### src/rtl/sram_req_master.sv
// Client-side master for a 64-bit byte-enable single-port SRAM: issues one access per accepted request and
// returns read data through a credit-guarded response FIFO. Define SRAM_REQ_MASTER_STATS_EN for RdCnt_DO/WrCnt_DO.
module sram_req_master #(
  parameter int ADDR_WIDTH = 10,
  parameter int RD_LATENCY = 1,
  parameter int RSP_DEPTH  = 4
) (
  input  logic                  Clk_CI,
  input  logic                  Rst_RBI,
  input  logic                  ReqValid_SI,
  output logic                  ReqReady_SO,
  input  logic                  ReqWrEn_SI,
  input  logic [7:0]            ReqBEn_SI,
  input  logic [ADDR_WIDTH-1:0] ReqAddr_DI,
  input  logic [63:0]           ReqWrData_DI,
  output logic                  RspValid_SO,
  input  logic                  RspReady_SI,
  output logic [63:0]           RspData_DO,
  output logic                  CSel_SO,
  output logic                  WrEn_SO,
  output logic [7:0]            BEn_SO,
  output logic [ADDR_WIDTH-1:0] Addr_DO,
  output logic [63:0]           WrData_DO,
  input  logic [63:0]           RdData_DI
`ifdef SRAM_REQ_MASTER_STATS_EN
  ,
  output logic [31:0]           RdCnt_DO,
  output logic [31:0]           WrCnt_DO
`endif
);

  localparam int CRED_W = $clog2(RSP_DEPTH + 1);
  localparam int PTR_W  = (RSP_DEPTH > 1) ? $clog2(RSP_DEPTH) : 1;

  logic [CRED_W-1:0]     cred_cnt_q, cred_cnt_d;
  logic [CRED_W-1:0]     fifo_cnt_q, fifo_cnt_d;
  logic [PTR_W-1:0]      wr_ptr_q, wr_ptr_d;
  logic [PTR_W-1:0]      rd_ptr_q, rd_ptr_d;
  logic [RD_LATENCY-1:0] rd_pipe_q, rd_pipe_d;
  logic [63:0]           fifo_mem_q [RSP_DEPTH];
  logic [63:0]           fifo_mem_d [RSP_DEPTH];

  logic issue, rd_issue, wr_issue, push, pop, fifo_full;

  function automatic logic [PTR_W-1:0] next_ptr(input logic [PTR_W-1:0] p);
    return (p == PTR_W'(RSP_DEPTH - 1)) ? '0 : p + PTR_W'(1);
  endfunction

  // Both sides use valid/ready: a transfer happens on the rising edge where valid and ready are both high;
  // the producer holds valid and payload stable until then. Every request waits for a free credit, so a
  // write can never overtake an earlier stalled read.
  assign ReqReady_SO = Rst_RBI & (cred_cnt_q < CRED_W'(RSP_DEPTH));
  assign issue       = ReqValid_SI & ReqReady_SO;
  assign rd_issue    = issue & ~ReqWrEn_SI;
  assign wr_issue    = issue & ReqWrEn_SI;

  assign CSel_SO   = issue;
  assign WrEn_SO   = wr_issue;
  assign BEn_SO    = wr_issue ? ReqBEn_SI : 8'h00;
  assign Addr_DO   = issue ? ReqAddr_DI : '0;
  assign WrData_DO = issue ? ReqWrData_DI : 64'h0;

  assign push        = rd_pipe_q[RD_LATENCY-1];
  assign fifo_full   = (fifo_cnt_q == CRED_W'(RSP_DEPTH));
  assign RspValid_SO = Rst_RBI & (fifo_cnt_q != '0);
  assign RspData_DO  = fifo_mem_q[rd_ptr_q];
  assign pop         = RspValid_SO & RspReady_SI;

  always_comb begin
    cred_cnt_d = cred_cnt_q;
    if (rd_issue && !pop)      cred_cnt_d = cred_cnt_q + CRED_W'(1);
    else if (!rd_issue && pop) cred_cnt_d = cred_cnt_q - CRED_W'(1);

    fifo_cnt_d = fifo_cnt_q;
    if (push && !pop)      fifo_cnt_d = fifo_cnt_q + CRED_W'(1);
    else if (!push && pop) fifo_cnt_d = fifo_cnt_q - CRED_W'(1);

    wr_ptr_d = push ? next_ptr(wr_ptr_q) : wr_ptr_q;
    rd_ptr_d = pop  ? next_ptr(rd_ptr_q) : rd_ptr_q;

    // Stage k set means read data becomes valid on RdData_DI k+1 edges after the issuing edge.
    rd_pipe_d    = '0;
    rd_pipe_d[0] = rd_issue;
    for (int i = 1; i < RD_LATENCY; i++) rd_pipe_d[i] = rd_pipe_q[i-1];

    fifo_mem_d = fifo_mem_q;
    if (push) fifo_mem_d[wr_ptr_q] = RdData_DI;
  end

  always_ff @(posedge Clk_CI) begin
    if (!Rst_RBI) begin
      cred_cnt_q <= '0;
      fifo_cnt_q <= '0;
      wr_ptr_q   <= '0;
      rd_ptr_q   <= '0;
      rd_pipe_q  <= '0;
    end else begin
      cred_cnt_q <= cred_cnt_d;
      fifo_cnt_q <= fifo_cnt_d;
      wr_ptr_q   <= wr_ptr_d;
      rd_ptr_q   <= rd_ptr_d;
      rd_pipe_q  <= rd_pipe_d;
    end
  end

  // Payload storage needs no reset; occupancy alone decides what is valid.
  always_ff @(posedge Clk_CI) begin
    fifo_mem_q <= fifo_mem_d;
  end

  // Credits bound in-flight reads plus occupancy, so a full FIFO never sees a push.
  assert property (@(posedge Clk_CI) disable iff (!Rst_RBI) !(push && fifo_full));

`ifdef SRAM_REQ_MASTER_STATS_EN
  logic [31:0] rd_cnt_q, rd_cnt_d;
  logic [31:0] wr_cnt_q, wr_cnt_d;

  always_comb begin
    rd_cnt_d = rd_issue ? rd_cnt_q + 32'd1 : rd_cnt_q;
    wr_cnt_d = wr_issue ? wr_cnt_q + 32'd1 : wr_cnt_q;
  end

  always_ff @(posedge Clk_CI) begin
    if (!Rst_RBI) begin
      rd_cnt_q <= '0;
      wr_cnt_q <= '0;
    end else begin
      rd_cnt_q <= rd_cnt_d;
      wr_cnt_q <= wr_cnt_d;
    end
  end

  assign RdCnt_DO = rd_cnt_q;
  assign WrCnt_DO = wr_cnt_q;
`endif

endmodule

### config.mk
export PLATFORM = sky130hd
export DESIGN_NAME = sram_req_master
export DESIGN_NICKNAME = d
export VERILOG_FILES = /design/src/rtl/sram_req_master.sv
export SDC_FILE = /design/constraint.sdc
export NUM_CORES = 1
export LEC_CHECK = 0
export ABC_AREA = 1
export BUFFER_PORTS_ARGS = -buffer_cell sky130_fd_sc_hd__buf_2
export CORE_AREA = 3 3 197 199
export CTS_CLUSTER_SIZE = 14
export DETAILED_ROUTE_END_ITERATION = 16
export DIE_AREA = 0 0 200 202
export PLACE_DENSITY = 0.64
export SYNTH_ARGS = -nofsm -noshare
export SYNTH_HDL_FRONTEND = slang
export SYNTH_SLANG_ARGS = --single-unit
### constraint.sdc
create_clock -name Clk_CI -period 2 [get_ports Clk_CI]
set_input_delay 0.1 -clock Clk_CI [delete_from_list [all_inputs] [get_ports Clk_CI]]
set_output_delay 0.1 -clock Clk_CI [all_outputs]
set_load 0.02 [all_outputs]
== Word level (Yosys, flattened, before mapping) ==
Cells that the tools add are included.
Cells by class
  reductions and logical operators: 11
  magnitude comparators: 4
  bitwise gates (word level): 9
  $add $sub $neg: 6
  multiplexer cells: 15
  eq/ne operators: 2
Operators by type and width (count)
  bitwise mux 256 bit: 1
  two-way mux 64 bit: 4
  binary-select mux 64 bit (select 2 bit): 1
  demux 64 bit (select 2 bit): 1
  two-way mux 3 bit: 4
  two-way mux 10 bit: 1
  two-way mux 8 bit: 1
  adder 3 x 1 -> 3 bit, second input constant: 2
  bitwise AND 1 bit: 6
  >= comparator 3 bit, second input constant: 2
  inverter 2 -> 3 bit: 2
  subtractor 3 x 1 -> 3 bit, second input constant: 2
  logical AND 1 bit: 5
  adder 2 x 1 -> 2 bit, second input constant: 2
  equality test 2 bit, second input constant: 2
  two-way mux 2 bit: 2
  nonzero test 2 bit: 2
  logical NOT 1 bit: 3
  less-than comparator 3 x 1 -> 1 bit, second input constant: 1
  less-than comparator 3 bit, second input constant: 1
  nonzero test 3 bit: 1
  inverter 1 bit: 1
Word-level totals
  output and inout bits: 150
  word-level logic and storage cells: 56
  input port bits: 151
  register bits: 267

== Depth between registers and ports, before layout ==
  depth in word-level cells: 8
  depth in mapped cells: 14
  gate-level depth less buffers: 13

== Worst setup path before layout ==
No wires, ideal clock.
  kind: register -> register
  start point: register, netlist name wr_ptr_q[0]
  end point: register fifo_mem_q[0] in the netlist's numbering (enable)
  slack: -265 ps
  buffers on the path: 0
  period minus slack after synthesis: 2265 ps
  setup time: 418 ps
  stages on the path, launching flop included: 4
  arrival time: 1847 ps
  required time: 1582 ps
  path through: dfxtp_1 > ha_1 > nand2_1 > inv_1
RTL lines
  end signal, assigned: line 108  | fifo_mem_q <= fifo_mem_d;
  end, declared: line 40  | logic [63:0] fifo_mem_q [RSP_DEPTH];

== Final worst setup path ==
  start point: register rd_ptr_q[0]
  end point: output RspData_DO[54]
Between the ends
  word-level cells in the longest chain between the ends: 4
RTL lines
  start, declared: line 38  | logic [PTR_W-1:0] rd_ptr_q, rd_ptr_d;
  start signal, assigned: line 101  | rd_ptr_q <= rd_ptr_d;
  inverter 2 -> 3 bit (not written as such): line 66  | assign RspData_DO = fifo_mem_q[rd_ptr_q];
  binary-select mux 64 bit (select 2 bit): line 66
  two-way mux 64 bit (not written as such) (2 in series): line 66
  end, declared: line 18  | output logic [63:0] RspData_DO,
No other way between the ends. The select of a mux whose other input is x is not followed.

==> run summary <==
The total number of H-tree levels came out at 1. In this run, synthesis produced a sequential element count of 267. Measured along the x axis, the die boundary spans 200 um. The run gives 11100 um^2 as the cell area after synthesis. The worst setup path is launched from a register.

The initial utilization of the core area, before any placement, comes to 29.7%. The worst setup path is of the reg2out kind. The logs give 75.6% for the worst max-slew margin expressed relative to the limit and 0 for the DRC violation count after routing. For this run, the slowest stage of the critical path takes 0.38 ns. The pin count of the biggest net entering global routing is 42. The run gives 47800 um as the global-route wire length before repair. The length of the first detailed-routing pass in iterations was 5. The floorplan has 71 rows. In this run the tool buffered the top-level ports with 300 buffer cells. Summing over every cut layer, the via total after detailed routing is 8177. Dividing total power by cell area gives a power density of 905 nW/um^2. The critical path goes through buf_6 > buf_16 > o21ai_0 > o22ai_1 > buf_4. Counting both buffers and inverters, the worst setup path holds a total of 3. The required time of the critical path came out at 1.90 ns. The logs give 3 for the initial antenna violation count and 0.0298 ns for the clock skew. Total number of nets in the final design: 1428. Each instance of the synthesized netlist takes up on average 12.6 um^2. Setup violations remaining at the end of the flow were counted as 0.

The tools report the total count of hold-check failures in the final report as 0. Derived from the worst setup path, the maximum achievable clock frequency is 514 MHz. For this design, the sink count on the clock tree is 267. IR analysis of the VDD net gives a maximum drop of 0.824 mV. Most area-hungry cell type in the Yosys netlist: sky130_fd_sc_hd__edfxtp_1. Final worst setup slack: 0.0559 ns. The top fanout value on the critical path is 19, and the chip height is 202 um.

After floorplanning, the core was sized to cover 37400 um^2. By area the synthesized netlist is led by sky130_fd_sc_hd__edfxtp_1, sky130_fd_sc_hd__nor2_1, sky130_fd_sc_hd__nor2_4. The total CTS buffers is 29. The run finished with clean final reports.

After clock tree synthesis, the clock-pin slew on the worst setup and hold paths is 0.07 ns. The synthesized net count came out at 1039. The post-synthesis instance total is 879. During I/O placement, the number of pins put on the boundary was 301.

The tightest min-delay check is of the in2reg type. The number of warning messages in the yosys log is 0. After detailed routing, the number of vias per cell comes to 4.54.

The die covers 40400 um^2. Global routing finished with a remaining overflow of 0. For this block, the initial DRC count from the detailed router was 430. At the worst endpoint, the arrival time is 1.84 ns. For the later-pin clock latency in the skew report, the log shows 0.57 ns.

For the global-route usage over all layers, the log shows 15.4%. The sum of routed wire length over all layers is 33700 um. At the end of routability-driven placement, the weighted congestion stood at 0.744. The leakage power of the design is 6.28 nW, and the number of antenna-violating nets in the routed design is 0.

Detailed placer's ending HPWL: 20200 um. STA classifies the critical path endpoint as an output port. On the critical path, the stage with the largest delay is an instance of sky130_fd_sc_hd__dfxtp_4. Synthesis instantiated 23 different standard cells from the library.

The tree is rooted in a sky130_fd_sc_hd__clkbuf_16. TritonCTS built the clock tree. The fraction of layout instances using a drive strength above 1 was 35.4%; the fraction of post-synthesis cell area in the top cell type by area was 69.2%. Setup repair after global routing could not meet its margin everywhere.

Routed length per placed instance: 18.7 um. The logs give 0 for the final max-slew violation count and 3 for the maximum number of buffers from clock root to sink. The tools report the via count of the first global-routing pass as 8422. For the pin with the worst max-slew slack, the measured transition is 0.366 ns. Kind of cell adding the most delay to the critical path: buffers and inverters.

Across the run, the number of max-cap violations was 0. The post-synthesis to final-layout area growth is 40.4%, and the sequential share of the synthesized area is 71.2%. The part of the cycle the worst path needs came out at 97.2%.

The total negative slack is 0 ns, and the final critical delay including setup and external delays is 1.94 ns. OpenSTA, run right after detailed placement, puts the worst setup slack at 0.168 ns.
==> routing by layer <==
| layer | global-route usage, % | vias to the layer above | share of wire [%] |
|---|---|---|---|
| li1 | - | 3848 | - |
| met1 | 17.6 | 3990 | 39 |
| met2 | 28.2 | 299 | 51 |
| met3 | 3.27 | 40 | 7.2 |
| met4 | 5.33 | 0 | 2.8 |
| met5 | 0 | - | 0 |
==> registers in the layout, summed over array words and instances (netlist names) <==
signal and count:
cred_cnt_q 3, rd_ptr_q 2, push 1, wr_ptr_q 2
fifo_cnt_q 3, fifo_mem_q 256
==> worst paths after layout <==
path / to / from / cells after the start / slack [ns]
setup / recovery: RspData_DO[54] / rd_ptr_q[0] / 5 / 0.06
hold / removal: push / ReqValid_SI / 5 / 0.26
setup reg to reg: fifo_cnt_q[2] / fifo_cnt_q[0] / 13 / 0.18
hold reg to reg: cred_cnt_q[1] / cred_cnt_q[1] / 2 / 0.53
==> cell usage after synthesis <==
library cell and number:
sky130_fd_sc_hd__nor3_1 1, sky130_fd_sc_hd__nor2_1 186, sky130_fd_sc_hd__buf_2 5, sky130_fd_sc_hd__edfxtp_1 256, sky130_fd_sc_hd__dfxtp_1 11, sky130_fd_sc_hd__clkbuf_2 1, sky130_fd_sc_hd__xor2_1 2, sky130_fd_sc_hd__inv_2 3
sky130_fd_sc_hd__buf_12 4, sky130_fd_sc_hd__clkbuf_1 22, sky130_fd_sc_hd__nand3_1 4, sky130_fd_sc_hd__ha_1 7, sky130_fd_sc_hd__inv_1 99, sky130_fd_sc_hd__buf_6 3, sky130_fd_sc_hd__fa_1 2, sky130_fd_sc_hd__o22ai_1 64
sky130_fd_sc_hd__o21ai_0 84, sky130_fd_sc_hd__buf_4 15, sky130_fd_sc_hd__and3_4 1, sky130_fd_sc_hd__o21ai_1 47, sky130_fd_sc_hd__nor2_4 40, sky130_fd_sc_hd__a21oi_1 5, sky130_fd_sc_hd__nand2_1 17
==> worst register-to-register path: cells and delay by family, from the launching register on <==
family | cells | cell delay (ns)
compound gates | 1 | 0.05
fa+ha+maj | 2 | 0.55
buf+inv | 3 | 0.29
simple gates | 7 | 0.47
flops | 1 | 0.35
==> through the flow <==
step	instances	instance area, um^2	power [mW]	util, %	hold slack, ns
after detailed placement	1663	13300	8.33	35.5	0.316
after CTS	1788	15200	14.1	40.7	0.249
after global routing	1801	15600	14.7	41.7	0.270
after global placement	1663	13300	8.30	35.5	0.314
after floorplan	879	11100	7.59	-	0.172
final	1801	15600	14.1	41.7	0.264
==> power breakdown <==
| part | switching, mW | internal (mW) |
|---|---|---|
| combinational | 1.46 | 0.963 |
| sequential | 0.0460 | 6.24 |
| clock | 2.14 | 3.27 |
| total | 3.64 | 10.5 |
==> kinds of logic (layout without fill, tap and decap cells) <==
kind of cell,Yosys count,in the layout,share of synthesized area [%]
flip-flops,267,267,71.2
AND/OR/NAND/NOR,249,249,11.2
AO/OA/AOI/OAI,200,200,9.74
buffers and inverters,152,560,6.50
adder cells (fa/ha/maj),9,9,1.15
XOR/XNOR,2,2,0.158
other,0,3,0
==> cell type report <==
| type | count | area [um^2] |
|---|---|---|
| Fill cell | 3431 | 21800 |
| Sequential cell | 267 | 7910 |
| Timing Repair Buffer | 408 | 3060 |
| Multi-Input combinational cell | 460 | 2580 |
| Clock buffer | 32 | 737 |
| Tap cell | 511 | 639 |
| Inverter | 102 | 432 |
| Clock inverter | 18 | 221 |
| Antenna cell | 3 | 7.51 |
==> cell usage in the layout (no fill, tap or decap), drive strengths merged <==
| master | count |
|---|---|
| nand2 | 17 |
| nand3 | 4 |
| clkbuf | 39 |
| xor2 | 2 |
| inv | 97 |
| edfxtp | 256 |
| clkinv | 11 |
| o22ai | 64 |
| clkinvlp | 7 |
| dlygate4sd3 | 67 |
| ha | 7 |
| and3 | 1 |
| o21ai | 131 |
| bufinv | 5 |
| dfxtp | 11 |
| fa | 2 |
| diode | 3 |
| nor3 | 1 |
| a21oi | 5 |
| nor2 | 226 |
| buf | 334 |
==> timing repair <==
action                                 4_1_cts  5_1_grt
endpoints found under the hold margin      264        0
gates cloned                                 6        7
pin swaps                                    0        3
setup buffers                                1        5
gates resized for setup                     43       52
hold buffers                                68        0
setup endpoints to repair                  125       61
Note: power is estimated with default switching activity, not from simulation.
